===== src/rtl/uart_tx_fifo_drain.sv =====
// UART transmitter: pops bytes from the TX FIFO and sends start/data(LSB first)/[parity]/stop frames on tx.
// Define UART_TX_PARITY_EN to insert an even-parity bit after the MSB.
module uart_tx_fifo_drain #(
   parameter int CLK_FREQ  = 25_000_000,
   parameter int BAUD_RATE = 115_200,
   parameter int WIDTH     = 8
) (
   input  logic             clk,
   input  logic             reset,
   input  logic             tx_enable,
   input  logic             two_stop,
   input  logic             fifo_empty,
   input  logic [WIDTH-1:0] fifo_read_data,
   output logic             fifo_read,
   output logic             tx,
   output logic             busy
);

   localparam int BIT_CYCLES = CLK_FREQ / BAUD_RATE;
   localparam int CNT_W      = (BIT_CYCLES > 1) ? $clog2(BIT_CYCLES) : 1;
   localparam int IDX_W      = $clog2(WIDTH) + 1;

   generate
      if (BIT_CYCLES < 2) begin : g_bad_baud
         $error("uart_tx_fifo_drain: CLK_FREQ / BAUD_RATE must be at least 2");
      end
   endgenerate

   typedef enum logic [2:0] {
      IDLE,
      START,
      DATA,
`ifdef UART_TX_PARITY_EN
      PARITY,
`endif
      STOP
   } state_t;

   state_t           state;
   logic [CNT_W-1:0] cnt;
   logic [IDX_W-1:0] idx;
   logic [WIDTH-1:0] shift;
   logic             stop2;
   logic             bit_end;
`ifdef UART_TX_PARITY_EN
   logic             parity_bit;
`endif

   // The pop strobe is the only combinational output; reset blocks it so nothing is popped while held.
   assign fifo_read = (state == IDLE) && tx_enable && !fifo_empty && !reset;
   assign bit_end   = (cnt == CNT_W'(BIT_CYCLES - 1));

   always_ff @(posedge clk) begin
      if (reset) begin
         state <= IDLE;
         cnt   <= '0;
         idx   <= '0;
         shift <= '0;
         stop2 <= 1'b0;
         tx    <= 1'b1;
         busy  <= 1'b0;
`ifdef UART_TX_PARITY_EN
         parity_bit <= 1'b0;
`endif
      end else begin
         case (state)
            IDLE: begin
               if (fifo_read) begin
                  shift <= fifo_read_data;
                  stop2 <= two_stop;
`ifdef UART_TX_PARITY_EN
                  parity_bit <= ^fifo_read_data;
`endif
                  cnt   <= '0;
                  idx   <= '0;
                  tx    <= 1'b0;
                  busy  <= 1'b1;
                  state <= START;
               end
            end
            START: begin
               if (bit_end) begin
                  cnt   <= '0;
                  tx    <= shift[0];
                  state <= DATA;
               end else begin
                  cnt <= cnt + CNT_W'(1);
               end
            end
            DATA: begin
               if (bit_end) begin
                  cnt   <= '0;
                  shift <= shift >> 1;
                  if (idx == IDX_W'(WIDTH - 1)) begin
                     idx <= '0;
`ifdef UART_TX_PARITY_EN
                     tx    <= parity_bit;
                     state <= PARITY;
`else
                     tx    <= 1'b1;
                     state <= STOP;
`endif
                  end else begin
                     idx <= idx + IDX_W'(1);
                     tx  <= shift[1];
                  end
               end else begin
                  cnt <= cnt + CNT_W'(1);
               end
            end
`ifdef UART_TX_PARITY_EN
            PARITY: begin
               if (bit_end) begin
                  cnt   <= '0;
                  tx    <= 1'b1;
                  state <= STOP;
               end else begin
                  cnt <= cnt + CNT_W'(1);
               end
            end
`endif
            STOP: begin
               // idx counts stop bits here; a second one only when two_stop was latched.
               if (bit_end) begin
                  cnt <= '0;
                  if (stop2 && idx == '0) begin
                     idx <= IDX_W'(1);
                  end else begin
                     idx   <= '0;
                     tx    <= 1'b1;
                     busy  <= 1'b0;
                     state <= IDLE;
                  end
               end else begin
                  cnt <= cnt + CNT_W'(1);
               end
            end
            default: begin
               state <= IDLE;
               tx    <= 1'b1;
               busy  <= 1'b0;
            end
         endcase
      end
   end

endmodule


===== config.mk =====
export PLATFORM = sky130hd
export DESIGN_NAME = uart_tx_fifo_drain
export DESIGN_NICKNAME = d
export VERILOG_FILES = /design/src/rtl/uart_tx_fifo_drain.sv
export SDC_FILE = /design/constraint.sdc
export NUM_CORES = 1
export LEC_CHECK = 0
export ABC_CLOCK_PERIOD_IN_PS = 2600
export CAP_MARGIN = 20
export CORE_MARGIN = 4
export CORE_UTILIZATION = 55
export DETAILED_ROUTE_END_ITERATION = 10
export GPL_TIMING_DRIVEN = 0
export HOLD_SLACK_MARGIN = 0.02
export PLACE_DENSITY_LB_ADDON = 0.3
export SYNTH_ARGS = -nofsm -noshare
export SYNTH_HDL_FRONTEND = slang
export SYNTH_SLANG_ARGS = --single-unit

===== constraint.sdc =====
create_clock -name clk -period 2.6 [get_ports clk]
set_clock_uncertainty 0.05 [all_clocks]
set_input_delay 0.26 -clock clk [delete_from_list [all_inputs] [get_ports clk]]
set_output_delay 0.26 -clock clk [all_outputs]
set_load 0.02 [all_outputs]

==> results of run 1 <==
stage by stage:
| stage | worst slack (ns) | power [W] | cell area, um2 | utilization |
|---|---|---|---|---|
| after floorplan | 0.606 | 0.00101 | 1510 | - |
| after CTS | 0.0376 | 0.00136 | 1720 | 0.675 |
| after detailed placement | 0.168 | 0.00118 | 1690 | 0.666 |
| after global routing | 0.0702 | 0.00148 | 1720 | 0.676 |
| after global placement | 0.222 | 0.00116 | 1690 | 0.666 |
| final | 0.178 | 0.00137 | 1720 | 0.676 |
logic make-up after synthesis:
family / Yosys count / synth area share
adder cells (fa/ha/maj): 10 / 0.0831
flip-flops: 25 / 0.332
buffers and inverters: 19 / 0.0490
AO/OA/AOI/OAI: 61 / 0.295
multiplexers: 8 / 0.0532
AND/OR/NAND/NOR: 51 / 0.188
final timing paths:
path,from,endpoint,slack [ns],depth (start not counted)
min,two_stop,stop2,0.43,3
max reg2reg,cnt[0],cnt[5],0.31,7
max,state[1],fifo_read,0.18,5
min reg2reg,stop2,stop2,0.45,2
cell usage in the layout, fill, tap and decap left out, types with 2 or more instances in the layout:
master	synthesis	routed
sky130_fd_sc_hd__o41ai_1	2	2
sky130_fd_sc_hd__a31oi_1	3	3
sky130_fd_sc_hd__clkbuf_1	7	6
sky130_fd_sc_hd__o21ai_0	5	5
sky130_fd_sc_hd__and3b_1	2	2
sky130_fd_sc_hd__inv_1	9	9
sky130_fd_sc_hd__nand3_1	7	7
sky130_fd_sc_hd__nor3_1	2	2
sky130_fd_sc_hd__and2_1	2	2
sky130_fd_sc_hd__and3_1	2	2
sky130_fd_sc_hd__a21oi_1	19	19
sky130_fd_sc_hd__nor2_1	10	10
sky130_fd_sc_hd__clkbuf_4	0	3
sky130_fd_sc_hd__or3b_1	4	4
sky130_fd_sc_hd__ha_1	10	9
sky130_fd_sc_hd__o311ai_0	2	2
sky130_fd_sc_hd__a311oi_1	8	8
sky130_fd_sc_hd__o31ai_1	2	2
sky130_fd_sc_hd__dfxtp_1	25	25
sky130_fd_sc_hd__a21o_1	3	3
sky130_fd_sc_hd__nand2b_1	2	2
sky130_fd_sc_hd__buf_2	2	2
sky130_fd_sc_hd__a21boi_0	2	2
sky130_fd_sc_hd__clkdlybuf4s50_1	0	15
sky130_fd_sc_hd__a31o_2	2	2
sky130_fd_sc_hd__mux2i_1	8	8
sky130_fd_sc_hd__nand2_1	10	10
sky130_fd_sc_hd__a211oi_1	2	2
sky130_fd_sc_hd__nand4_1	3	3
routing by layer:
| metal | share of wire | wire, um | vias up | track usage |
|---|---|---|---|---|
| li1 | - | - | 702 | - |
| met1 | 0.46 | 1570 | 658 | 0.254 |
| met2 | 0.49 | 1680 | 29 | 0.360 |
| met3 | 0.043 | 148 | 3 | 0.0404 |
| met4 | 0.0079 | 27 | 0 | 0.0759 |
| met5 | 0 | 0 | - | 0 |
registers in the layout, indices dropped and copies added, names as in the netlist:
signal / flops
idx: 4
tx: 1
state: 2
shift: 8
busy: 1
cnt: 8
stop2: 1
power breakdown:
| part | switching [W] | total, W | leakage [nW] | internal, W |
|---|---|---|---|---|
| logic | 0.000390 | 0.000655 | 0.397 | 0.000265 |
| registers | 0.0000599 | 0.000530 | 0.204 | 0.000470 |
| clock network | 0.000125 | 0.000183 | 0.0177 | 0.0000578 |
cell type report:
type,count,area [um2],share of cell area
Sequential cell,25,500,0.291
Inverter,9,33.8,0.0196
Tap cell,30,37.5,0.0218
Buffer,9,36.3,0.0211
Clock buffer,3,22.5,0.0131
Timing Repair Buffer,15,150,0.0873
Clock inverter,1,5.00,0.00291
Multi-Input combinational cell,130,935,0.543
critical path: stages, from the launching register on:
cell and delay (ns):
sky130_fd_sc_hd__dfxtp_1 0.38, sky130_fd_sc_hd__inv_1 0.12, sky130_fd_sc_hd__ha_2 0.33, sky130_fd_sc_hd__inv_1 0.13, sky130_fd_sc_hd__nor2_1 0.18, sky130_fd_sc_hd__clkdlybuf4s50_1 0.63
repair_timing:
| action | 4_1_cts | 5_1_grt |
|---|---|---|
| setup endpoints to repair | 1 | 1 |
| resized for setup | 0 | 1 |
| cloned | 0 | 0 |
| hold buffers | 0 | 0 |
| buffers inserted | 0 | 0 |
| pin swaps | 0 | 0 |
==> flow_results.org, run 1 <==
** Finish
- In the final design database the tool counted 216 nets.
- The number of antenna diodes in the final layout is 0.
- Counting the fill cells in the layout gives 219.
- Number of non-filler instances in the completed layout :: 222
- Compared with the post-synthesis result, the final layout area differs by 14.2%.
- Fraction of layout instances using a drive strength above 1 :: 0.0521

** Routing
- The routed design has 3.43 mm of wire.
- The count of nets left with antenna violations once routing finished came out at 0.
- After detailed routing, the average wire length per cell comes to 15.5 um.
- The detailed router finished its first iteration with 74 violations.
- Dividing the detail-routed via count by the number of cells gives 6.27.
- Overall via count from detail_route :: 1392
- DRC viols :: 0
- First-pass iteration count of the detailed router :: 4

** Clock tree
- Number of buffers on the longest clock path :: 2
- After clock tree synthesis, the clock-pin slew on the worst setup and hold paths is 0.15 ns.
- Clock latency on the worst-skew pair :: 0.33 ns
- CTS built an H-tree with a depth of 1.
- In this run the clock root is driven by a sky130_fd_sc_hd__clkbuf_4.
- In this run, CTS created clock tree buffers numbering 3.
- TritonCTS built the clock tree.
- Clock Sinks :: 25

** Placement
- Number of input and output port buffers inserted :: 15
- In this run, placement finished with an instance count of 219.
- At the end of routability-driven placement, the weighted congestion stood at 0.848.
- HPWL reported at the end of detailed placement :: 2.56 mm

** Global routing
- For this run, the total global-route usage over all layers was measured as 0.207.
- Largest net degree at the start of global routing :: 15
- Summed over all layers, the global routing overflow is 0.
- Via count of the first global-routing pass :: 1281
- The first global-routing pass estimated 5.74 mm of wire.
- Antenna violations before repair :: 0

** Floorplan
- Measured along the y axis, the die boundary spans 60.3 um.
- The initial utilization of the core area, before any placement, comes to 0.592.
- Core area :: 2540 um2
- The floorplan step defined a die boundary enclosing 3640 um2.
- X dimension of the die :: 60.3 um
- During I/O placement, the number of pins put on the boundary was 16.
- Number of rows created at floorplan :: 18

** Timing
- Hold_ws :: 0.426 ns
- Headroom to the max-slew limit came out at 0.566.
- Setup-failing EPs final :: 0
- Summed over all failing endpoints, the final setup total negative slack is 0 ns.
- In the finished design, the share of the clock period the worst path needs comes to 0.932.
- The final number of hold-violating endpoints is 0.
- Setup repair after global routing left no endpoint under its margin.
- Actual transition at the worst max-transition pin :: 0.651 ns
- Final Max Tran Viols :: 0
- Static timing analysis puts the maximum clock frequency at 413 MHz.
- Min Tclk post-route :: 2.42 ns

** Job
- Number of maximum-capacitance constraint violations :: 0

** Setup path
- Along the worst path, the maximum fanout reaches 11.
- Worst EP arrival :: 2.11 ns
- Endpoint class of the critical path :: output pin
- The worst setup path is of the reg2out kind.
- The worst setup path is launched from a flip-flop.
- At the worst endpoint, the required time is 2.29 ns.

** Power
- Total power per unit cell area :: 795 nW/um2
- In this run the static leakage power is 0.619 nW.
- Peak ir drop on the vdd network :: 0.000668 V

** Logic synthesis
- Synth Cell Area :: 1510 um2
- Post-synth top cells :: sky130_fd_sc_hd__dfxtp_1 (25), sky130_fd_sc_hd__a21oi_1 (19), sky130_fd_sc_hd__ha_1 (10), sky130_fd_sc_hd__nand2_1 (10), sky130_fd_sc_hd__nor2_1 (10)
- Counting flops and latches in the post-synthesis netlist gives 25.
- By area the synthesized netlist is led by sky130_fd_sc_hd__dfxtp_1 (33%), sky130_fd_sc_hd__ha_1 (8.3%), sky130_fd_sc_hd__a21oi_1 (6.3%).
- The share of the Yosys chip area taken by registers is 0.332.
- EDFF count, synth :: 0
- The cell count after synthesis came out at 174.
- The most common cell in the synthesized netlist is sky130_fd_sc_hd__dfxtp_1.
- Area leader, netlist :: sky130_fd_sc_hd__dfxtp_1
- FFs w/ async S/R, synth :: 0
- The share of synthesized area in the top cell type comes to 0.332.
- Synthesized netlist net count :: 197
- Count of distinct cell types in the synthesized netlist :: 46
- For this run, the number of Yosys warnings is 0.
- Synthesized area per cell :: 8.66 um2
- The most used flip-flop cell after synthesis is sky130_fd_sc_hd__dfxtp_1.

** Outcome
- The flow ran to the end, and the final reports show no timing, DRC or antenna violations.

** Min path
- In this run the worst hold path is classified as in2reg.
(Power assumes the default switching activity.)
==> inputs of run 2 (changes only) <==
--- a/config.mk
+++ b/config.mk
@@ -5,8 +5,8 @@
 export SDC_FILE = /design/constraint.sdc
 export NUM_CORES = 1
 export LEC_CHECK = 0
-export ABC_CLOCK_PERIOD_IN_PS = 2600
-export CAP_MARGIN = 20
+export ABC_CLOCK_PERIOD_IN_PS = 2670
+export CAP_MARGIN = 5
 export CORE_MARGIN = 4
 export CORE_UTILIZATION = 55
 export DETAILED_ROUTE_END_ITERATION = 10
==> constraint.sdc (replaced) <==
create_clock -name clk -period 2.67 [get_ports clk]
set_clock_uncertainty 0.05 [all_clocks]
set_input_delay 0.267 -clock clk [delete_from_list [all_inputs] [get_ports clk]]
set_output_delay 0.267 -clock clk [all_outputs]
set_load 0.02 [all_outputs]
==> results of run 2 <==
Same layout as run 1 (identical final DEF). Status: complete, no violations.
Among the figures that moved: setup slack after placement 0.168 ns -> 0.231 ns; setup slack after layout 0.178 ns -> 0.241 ns; hold slack 0.426 ns -> 0.433 ns; register-to-register setup slack 0.31 ns -> 0.38 ns; total power 0.00137 W -> 0.00133 W; worst IR drop on VDD 0.000668 V -> 0.000650 V
